### src/rtl/cordic_seq_ctrl.sv
// Sequencer for the pipelined hyperbolic CORDIC core: it resets the core, streams the
// coefficient LUT in from an external synchronous-read memory, runs the core and collects samples.
module cordic_seq_ctrl #(
    parameter int LUT_DEPTH = 64,
    parameter int ADDR_W    = 6,
    parameter int DATA_W    = 48,
    parameter int PH_W      = 16,
    parameter int CNT_W     = 16,
    parameter int RST_CYC   = 4
) (
    input  logic              clk,
    input  logic              reset,
    input  logic              start,
    input  logic              abort,
    input  logic [PH_W-1:0]   fcw_in,
    input  logic [PH_W-1:0]   offset_in,
    input  logic [CNT_W-1:0]  n_samples,
    output logic [ADDR_W-1:0] src_addr,
    input  logic [DATA_W-1:0] src_data,
    output logic              cdc_reset,
    output logic              cdc_cen,
    output logic              cdc_wen,
    output logic [ADDR_W-1:0] cdc_index,
    output logic [DATA_W-1:0] cdc_d,
    output logic [PH_W-1:0]   cdc_fcw,
    output logic [PH_W-1:0]   cdc_offset,
    input  logic [PH_W-1:0]   cdc_amp,
    input  logic              cdc_valid,
    output logic [PH_W-1:0]   sample_out,
    output logic              sample_valid,
    output logic              busy,
    output logic              done
);

    // Control handshake: start and abort are single-cycle pulses with no ready; start is
    // accepted only while busy is low and abort is low, abort wins over start and completion,
    // and cdc_valid qualifies cdc_amp on the cycle it is high, with no backpressure.
    localparam logic [2:0] S_IDLE = 3'd0;
    localparam logic [2:0] S_RST  = 3'd1;
    localparam logic [2:0] S_LOAD = 3'd2;
    localparam logic [2:0] S_RUN  = 3'd3;
    localparam logic [2:0] S_DONE = 3'd4;

    localparam int RC_W = (RST_CYC < 2) ? 1 : $clog2(RST_CYC + 1);
    localparam int LC_W = ADDR_W + 1;

    logic [2:0]        state;
    logic [2:0]        state_next;
    logic [RC_W-1:0]   rst_cnt;
    logic [LC_W-1:0]   load_cnt;
    logic [CNT_W-1:0]  smp_cnt;
    logic [CNT_W-1:0]  smp_next;
    logic [CNT_W-1:0]  n_lat;
    logic              last_sample;

    assign smp_next    = smp_cnt + CNT_W'(1);
    assign last_sample = cdc_valid && (n_lat != '0) && (smp_next == n_lat);

    always_comb begin
        state_next = state;
        case (state)
            S_IDLE: if (start && !abort) state_next = S_RST;
            S_RST: begin
                if (abort)                                state_next = S_IDLE;
                else if (rst_cnt == RC_W'(RST_CYC - 1))   state_next = S_LOAD;
            end
            S_LOAD: begin
                if (abort)                                state_next = S_IDLE;
                else if (load_cnt == LC_W'(LUT_DEPTH))    state_next = S_RUN;
            end
            S_RUN: begin
                if (abort)                                state_next = S_IDLE;
                else if (last_sample)                     state_next = S_DONE;
            end
            S_DONE:                                       state_next = S_IDLE;
            default:                                      state_next = S_IDLE;
        endcase
    end

    // Core control pins are pure decodes of the state register.
    assign cdc_reset = (state == S_IDLE) || (state == S_RST) || (state == S_DONE);
    assign cdc_cen   = (state == S_IDLE) || (state == S_DONE);
    assign busy      = (state != S_IDLE);
    assign done      = (state == S_DONE);
    assign cdc_d     = src_data;

    always_ff @(posedge clk or posedge reset) begin
        if (reset) begin
            state        <= S_IDLE;
            rst_cnt      <= '0;
            load_cnt     <= '0;
            smp_cnt      <= '0;
            n_lat        <= '0;
            src_addr     <= '0;
            cdc_wen      <= 1'b1;
            cdc_index    <= '0;
            cdc_fcw      <= '0;
            cdc_offset   <= '0;
            sample_out   <= '0;
            sample_valid <= 1'b0;
        end else begin
            state        <= state_next;
            sample_valid <= 1'b0;
            cdc_wen      <= 1'b1;
            case (state)
                S_IDLE: begin
                    rst_cnt   <= '0;
                    load_cnt  <= '0;
                    smp_cnt   <= '0;
                    src_addr  <= '0;
                    cdc_index <= '0;
                    if (state_next == S_RST) begin
                        cdc_fcw    <= fcw_in;
                        cdc_offset <= offset_in;
                        n_lat      <= n_samples;
                    end
                end
                S_RST: begin
                    rst_cnt <= rst_cnt + RC_W'(1);
                end
                S_LOAD: begin
                    // The write strobe trails the read address by one cycle to match the
                    // memory's read latency, so index k is written while address k+1 is read.
                    if (state_next == S_LOAD) begin
                        cdc_wen   <= 1'b0;
                        cdc_index <= load_cnt[ADDR_W-1:0];
                        load_cnt  <= load_cnt + LC_W'(1);
                        if (src_addr != ADDR_W'(LUT_DEPTH - 1))
                            src_addr <= src_addr + ADDR_W'(1);
                    end
                end
                S_RUN: begin
                    if (!abort && cdc_valid) begin
                        sample_out   <= cdc_amp;
                        sample_valid <= 1'b1;
                        smp_cnt      <= smp_next;
                    end
                end
                default: begin
                end
            endcase
        end
    end

endmodule

### config.mk
export PLATFORM = sky130hd
export DESIGN_NAME = cordic_seq_ctrl
export DESIGN_NICKNAME = d
export VERILOG_FILES = /design/src/rtl/cordic_seq_ctrl.sv
export SDC_FILE = /design/constraint.sdc
export NUM_CORES = 1
export LEC_CHECK = 0
export CORE_UTILIZATION = 43
export CTS_CLUSTER_DIAMETER = 200
export DETAILED_ROUTE_END_ITERATION = 6
export GPL_ROUTABILITY_DRIVEN = 0
export PLACE_DENSITY = 0.81
export SYNTH_ARGS = -nofsm -noshare
export SYNTH_HDL_FRONTEND = slang
export SYNTH_SLANG_ARGS = --single-unit
### constraint.sdc
create_clock -name clk -period 5.6 [get_ports clk]
set_input_delay 1.68 -clock clk [delete_from_list [all_inputs] [get_ports clk]]
set_output_delay 1.68 -clock clk [all_outputs]
set_load 0.03 [all_outputs]
After elaboration in Yosys (flattened, before gate mapping)
Index checks and enable logic that the tools add are counted.

Bits in writable memories: 0. Memory bits (read-only): 0. Bits in latches: 0. Logic and storage cells: 70. Register bits: 107. Memories: 0.

Div/mod/pow operators: 0. Muxes and demuxes: 22. $add $sub $neg: 4. Bitwise gates (word level): 0. Eq/ne operators: 13. Shift-type cells: 0. Reductions and logical operators: 19. Multiply operators: 0. Magnitude comparators: 0.

Operators by type and width (number): case mux 16 bit (2 select lines) (1); case mux 6 bit (2 select lines) (2); 2-to-1 mux 3 bit (7); 2-to-1 mux 6 bit (3); adder 16 x 1 -> 16 bit, second input constant (1); == test 16 bit (1); 2-to-1 mux 16 bit (1); nonzero test 16 bit (1); case mux 7 bit (2 select lines) (1); == test 3 x 2 -> 1 bit, second input constant (4); case mux 3 bit (4 select lines) (1); AND reduction 2 bit (4); adder 7 x 1 -> 7 bit, second input constant (1); == test 7 bit, second input constant (1); 2-to-1 mux 7 bit (1); adder 6 x 1 -> 6 bit, second input constant (1); == test 3 x 1 -> 1 bit, second input constant (2); != test 2 bit, second input constant (3); != test 6 bit, second input constant (1); case mux 3 bit (2 select lines) (1); nonzero test 2 bit (3); logical AND 1 bit (4); 2-to-1 mux 1 bit (4); adder 3 x 1 -> 3 bit, second input constant (1); 6 further kinds (8).

Depth between registers and ports, before layout
Depth after elaboration: 9. Depth in mapped cells: 9. Gate-level depth less buffers: 9.

Worst setup path after synthesis
OpenSTA, ideal clock, no wires.

Path type: in2out. Start: input port src_data[0]. End: output port cdc_d[0]. Stages on the path: 1. Slack: 2.095 ns. Data arrival time: 1.825 ns. Buffers on the path: 1. Path through: buf_4.

RTL lines: start, declared (line 19) `input logic [DATA_W-1:0] src_data,`; end, declared (line 24) `output logic [DATA_W-1:0] cdc_d,`.

No word-level cell between the ends.

Worst setup path after layout
Start: register state[1]. End: output port busy.

Longest elaborated chain between the ends: 1.

Ends and longest elaborated chain: start, declared (line 47) `logic [2:0] state;`; start signal, assigned (line 102) `state <= state_next;`; nonzero test 3 bit (line 83) `assign busy = (state != S_IDLE);`; end, declared (line 31) `output logic busy,`.

Every way passes these cells.

==> reports/metrics.csv <==
stage,metric,value,unit
grt,grt_pass1_vias,4293,
setup_path,crit_fanout,12,
routing,routedWlPerCell,16.2,um
floorplanning,die_x,114,um
grt,grt_use_total,0.205,
synth,yosysWarningCount,0,
timing,fin_crit,4060,ps
setup_path,crit_path_max_incr_delay,650,ps
power_and_ir_drop,p_int,1.46,mW
synth,synth_area,0.00535,mm2
timing,fmax,0.247,GHz
clocking,cts_tree,done,
grt,antenna_found_initial,0,
synth,netlist_instances,525,
grt,met3_usage,0.0877,
grt,busiest_layer,met2,
placed_design,placed_cells,764,
placed_design,place_hpwl,9.18,mm
setup_path,critPathKind,flop to output pin,
layout,area_delta_synth_final,26.1,%
floorplanning,start_util,0.443,
layout,instances_no_fill,778,
clocking,cts_resized,0,
synth,synth_top_cell_by_area,dfrtp_1,
routing,postRouteAntennaNets,0,
power_and_ir_drop,swShare,0.304,
layout,stdcell_area,0.00674,mm2
clocking,cts_setup_buffers,0,
grt,use_met1,0.225,
synth,synth.top_cell.area_share,0.496,
placed_design,portBuffers,134,
clocking,root_buffer,clkbuf_16,
timing,final_max_slew_viol_count,0,
power_and_ir_drop,power_frac_clock,0.267,
setup_path,crit_required,3920,ps
power_and_ir_drop,p_sw,0.640,mW
synth,synth-edff-count,0,
setup_path,cpMaxStageDelayCell,clkdlybuf4s50_1,
setup_path,cp.arrival,2380,ps
power_and_ir_drop,p_total,2.10,mW
synth,ys_types,48,
routing,via_per_inst,5.29,
clocking,cts_buffers,9,
clocking,cts.sinks,107,
synth,ys_ff_latch,107,
setup_path,cp_top_family,buffers and inverters,
synth,syn_nets,648,
placed_design,place_area,0.00649,mm2
clocking,clockBufferDepth,2,
setup_path,end_kind,output pin,
clocking,clkLatencyLatePin,350,ps
floorplanning,die_y,114,um
status,status,"finished, final reports clean",
grt,overflow,0,
synth,yosys-top-cells-area,"dfrtp_1 (50%), mux2_2 (10%), buf_4 (6.7%), nand2_1 (6.2%), o21ai_0 (4.3%)",
layout,finish.net_count,730,
layout,drive_gt1_frac,0.126,
setup_path,worstSetupStartpointType,flop,
timing,finalHoldViolations,0,
timing,fin_skew,7.56,ps
setup_path,crit_buf_inv,2,
synth,ys_seq_area_frac,0.501,
clocking,cts_max_level,3,
timing,rsz0062_at_grt,no,
power_and_ir_drop,ir_drop,0.304,mV
power_and_ir_drop,power.share.sequential,0.458,
timing,worstMarginPinSlew,1010,ps
power_and_ir_drop,p_leak,2.87,nW
power_and_ir_drop,p_comb_frac,0.275,
grt,met2_usage,0.339,
run,maxCapViolCount,0,
synth,ys.flop_type,dfrtp_1,
routing,vias,4114,
power_and_ir_drop,power.density,312,mW/mm2
synth,syn_avg_cell_area,10.2,um2
clocking,clkTransAtPathRegs,70,ps
timing,period_share,0.724,
floorplanning,die_area,0.0129,mm2
grt,grt_max_degree,86,
floorplanning,design.core.area,0.0121,mm2
floorplanning,std_cell_rows,40,
layout,diodes,0,
grt,grt_pass1_wl,20.6,mm
hold_path,hold_class,flop to flop,
timing,setup_viol,0,
routing,routed_wl,12.6,mm
setup_path,worstPathCellList,nor3_1 -> inv_1 -> clkdlybuf4s50_1,
clocking,cts_hold_buf,0,
synth,async_reset_ff_frac,1.00,
floorplanning,io_pins,231,
timing,slew_headroom,0.325,
timing,setup_tns,0,ps
routing,dr.first_iter.drc_count,325,
routing,drc,0,
routing,dr.pass1.iters,4,
Yosys cell counts (8+ instances only):
cell type,instances
inv_1,12
nor3_1,10
dfrtp_1,106
nand2_1,89
and3_1,8
o21ai_0,46
xnor2_1,16
nand3_1,13
mux2_2,48
buf_4,48
clkbuf_1,9
xor2_1,11
o31ai_1,8
nor2_1,28
power groups by stage:
stage | sequential [mW] | clock [mW] | combinational, mW
after floorplan | 1.10 | 0 | 0.260
after global placement | 0.969 | 0 | 0.566
after detailed placement | 0.979 | 0 | 0.581
after CTS | 0.964 | 0.577 | 0.585
after global routing | 0.977 | 0.605 | 0.615
final | 0.963 | 0.561 | 0.579
worst min-delay path, stage by stage, from the launching register on:
cell,delay [ps]
dfrtp_1,340
nand2_1,50
nand2_1,60
state kept, by name, indices dropped and copies added (netlist names):
register      count
cdc_fcw          16
cdc_index         6
cdc_offset       16
cdc_wen           1
load_cnt          7
n_lat            16
rst_cnt           3
sample_out       16
sample_valid      1
smp_cnt          16
src_addr          6
state             3
final cells by class:
type	instances	area [um2]
well taps	168	210
clock inverters	3	17.5
fillers	1022	5320
repair buffers	137	1360
flip-flops and latches	107	2680
inverters	13	51.3
clock buffers	11	233
multi-input cells	339	2190
logic make-up after synthesis:
group / after synthesis / share of synthesized area
multiplexers: 49 / 0.103
flip-flops: 107 / 0.501
AND/OR/NAND/NOR: 183 / 0.166
XOR/XNOR: 28 / 0.0473
adder cells (fa/ha/maj): 6 / 0.0140
AO/OA/AOI/OAI: 73 / 0.0784
buffers and inverters: 79 / 0.0908
layout by cell type, fill, tap and decap left out, drive strengths merged, types with 11 or more instances in the layout:
cell,instances
inv,13
clkbuf,11
o21ai,47
xor2,12
nand2,90
dfrtp,106
mux2,48
clkdlybuf4s50,134
nand3,13
nor2,28
xnor2,16
metrics by stage:
| step | setup WS, ps | hold WS, ps | utilization |
|---|---|---|---|
| after floorplan | 1100 | 472 | - |
| after global placement | 1720 | 460 | 0.538 |
| after detailed placement | 1540 | 465 | 0.538 |
| after CTS | 1530 | 481 | 0.559 |
| after global routing | 1300 | 507 | 0.559 |
| final | 1540 | 476 | 0.559 |
per-layer routing:
metal  vias up  routed length [um]
met5         -                   0
met4         0                 428
met3        45                1380
met2       188                6070
met1      1977                4690
li1       1904                   -
final timing paths:
kind,to,start,slack [ps],cells after the start
max in group asynchronous,cdc_wen,reset,2720,3
setup reg to reg,state[0],smp_cnt[0],2720,7
setup / recovery,busy,state[1],1540,3
min in group asynchronous,cdc_offset[9],reset,1940,2
hold reg to reg,sample_out[13],sample_out[13],480,2
hold / removal,sample_out[13],sample_out[13],480,2
Power figures use the tool's default switching activity.
==> edit, RTL diff (config.mk and constraints unchanged) <==
`RST_CYC`: 4 -> 8.
--- a/src/rtl/cordic_seq_ctrl.sv
+++ b/src/rtl/cordic_seq_ctrl.sv
@@ -8,3 +8,3 @@
     parameter int CNT_W     = 16,
-    parameter int RST_CYC   = 4
+    parameter int RST_CYC   = 8
 ) (
Function: changed (Yosys sat finds a counterexample within 10 cycles, from zero or initial values and one cycle with reset high).
==> edit against the unedited design <==
  * Fmax down 4.9%
  * Critical path depth is 1 higher
  * Utilization fell by 0.57 points
  * Final area is 4.0% higher
  * Power down 7.1%
  * Setup slack worse by 210 ps
  * Synthesized area grew 4.9%
  * Highest routed layer unchanged
  * Sequential share of layout area down 1.2 points
  * Clock power rose by 11%
  * Sequential cell count is 1 higher
  * Routed wire length decreased by 1.3%
==> edit: results (changes against the unedited design) <==
yosys:
  synth_common_cells: "dfrtp_1, nand2_1, buf_4, o21ai_0, mux2_2"
  synth.area.top_cells: "dfrtp_1, nand2_1, buf_4"
  ys_seq_area_frac: 0.482  # -0.0188
  synthesis.nets: 668  # +3.1%
  synth_cell_types: 58  # +21%
  yosys_warnings: 0  # unchanged
cts:
  cts_resized: 0  # unchanged
  clkLatencyLatePin_ps: 340
  cts_setup_buffers: 0  # unchanged
  root_buffer: "clkbuf_16"
  cts.htree.levels: 3  # unchanged
worst_setup_path:
  worst_path_max_delay_cell: "clkdlybuf4s50_1"
  r2r-start: "load_cnt[0]$_DFFE_PP0P_"
  crit_fanout: 10  # -2
  r2r_slack_ps: 2690  # -30 ps
  critical_path.startpoint: "state[2]$_DFF_PP0_"
  reg2reg_depth: 9  # +2
  crit_family: "buffers and inverters"
  crit_path_max_incr_delay_ps: 670  # +20 ps
  r2r-end: "cdc_offset[13]$_DFFE_PP0P_"
  cp_data_arrival_time_ps: 2590  # +210 ps
  cp-endpoint: "busy"
global_routing:
  grt_use_met2: 0.305  # -0.0335
  met3_usage: 0.0576  # -0.0301
  grt_use_total: 0.187  # -0.0178
  grt_pass1_wl_um: 19800  # -3.8%
  grt_pass1_vias: 4232  # -1.4%
  use_met1: 0.235  # +0.00997
  grt_max_degree: 88  # +2.3%
  grt_antenna_before_repair: 0  # unchanged
sta:
  min_period_ps: 4270  # +210 ps
  hold_viol: 0  # unchanged
  tightest_slew_ps: 1070  # +53.7 ps
  skew_ps: 6.59  # -0.965 ps
layout:
  nNetsFinal: 747  # +2.3%
  drive_above_1_share: 0.125  # -0.000833
  diodes: 0  # unchanged
route:
  totalWireLength_um: 12400  # -1.3%
  firstDrtPassIters: 5  # +1
  via_per_inst: 5.27  # -0.28%
  drt_iter0_drc: 279  # -14%
placed_design:
  dp_slack_ps: 1370  # -176 ps
  io_buffers: 134  # unchanged
  hpwl_um: 9100  # -0.79%
power_and_ir_drop:
  power_leakage_nw: 3.01  # +5.1%
  peakVddDrop_mv: 0.149  # -51%
  swShare: 0.274  # -0.0307
worst_hold_path:
  hold_path_end: "sample_out[0]$_DFFE_PP0P_"
  min_from: "sample_out[0]$_DFFE_PP0P_"
  hp-class: "flip-flop to flip-flop"
run_status:
  status: "complete, no violations"
-- edit: metal layers --
metal	vias up	share of wire
met1	1998	0.42
li1	2003	-
met5	-	0
met3	34	0.078
met2	194	0.48
met4	0	0.022
-- edit: tightest hold or removal path, stage by stage (launching register included) --
cell	delay [ps]
dfrtp_1	340
nand2_1	50
nand2_1	60
-- edit: metrics by stage --
step	cell area, um^2	std cells	utilization	hold slack, ps
2_1_floorplan	5610	546	-	476
3_3_place_gp	6720	786	0.530	464
3_5_place_dp	6720	786	0.530	464
4_1_cts	7010	802	0.553	488
5_1_grt	7010	802	0.553	510
6_report	7010	802	0.553	479
-- edit: layout make-up --
| type | count | area [um^2] |
|---|---|---|
| Sequential cell | 108 | 2700 |
| Fill cell | 1077 | 5660 |
| Inverter | 13 | 51.3 |
| Timing Repair Buffer | 138 | 1370 |
| Clock inverter | 6 | 63.8 |
| Multi-Input combinational cell | 355 | 2380 |
| Clock buffer | 10 | 229 |
| Tap cell | 172 | 215 |
-- edit: cell families after synthesis --
logic type                 after synthesis  share of synthesized area
buffers and inverters                   83                     0.0944
AOI/OAI and AO/OA                       75                     0.0837
DFF                                    108                      0.482
xor gates and xnor gates                27                     0.0422
muxes                                   50                      0.114
adders and majority gates                5                     0.0112
and+or+nand+nor                        198                      0.173
-- edit: power groups by stage --
stage / Clock [W] / Combinational, W / Sequential (W)
finish: 0.000624 / 0.000425 / 0.000904
global route: 0.000680 / 0.000453 / 0.000912
CTS: 0.000642 / 0.000429 / 0.000904
detailed placement: 0 / 0.000428 / 0.000919
global placement: 0 / 0.000421 / 0.000913
floorplan: 0 / 0.000231 / 0.000996
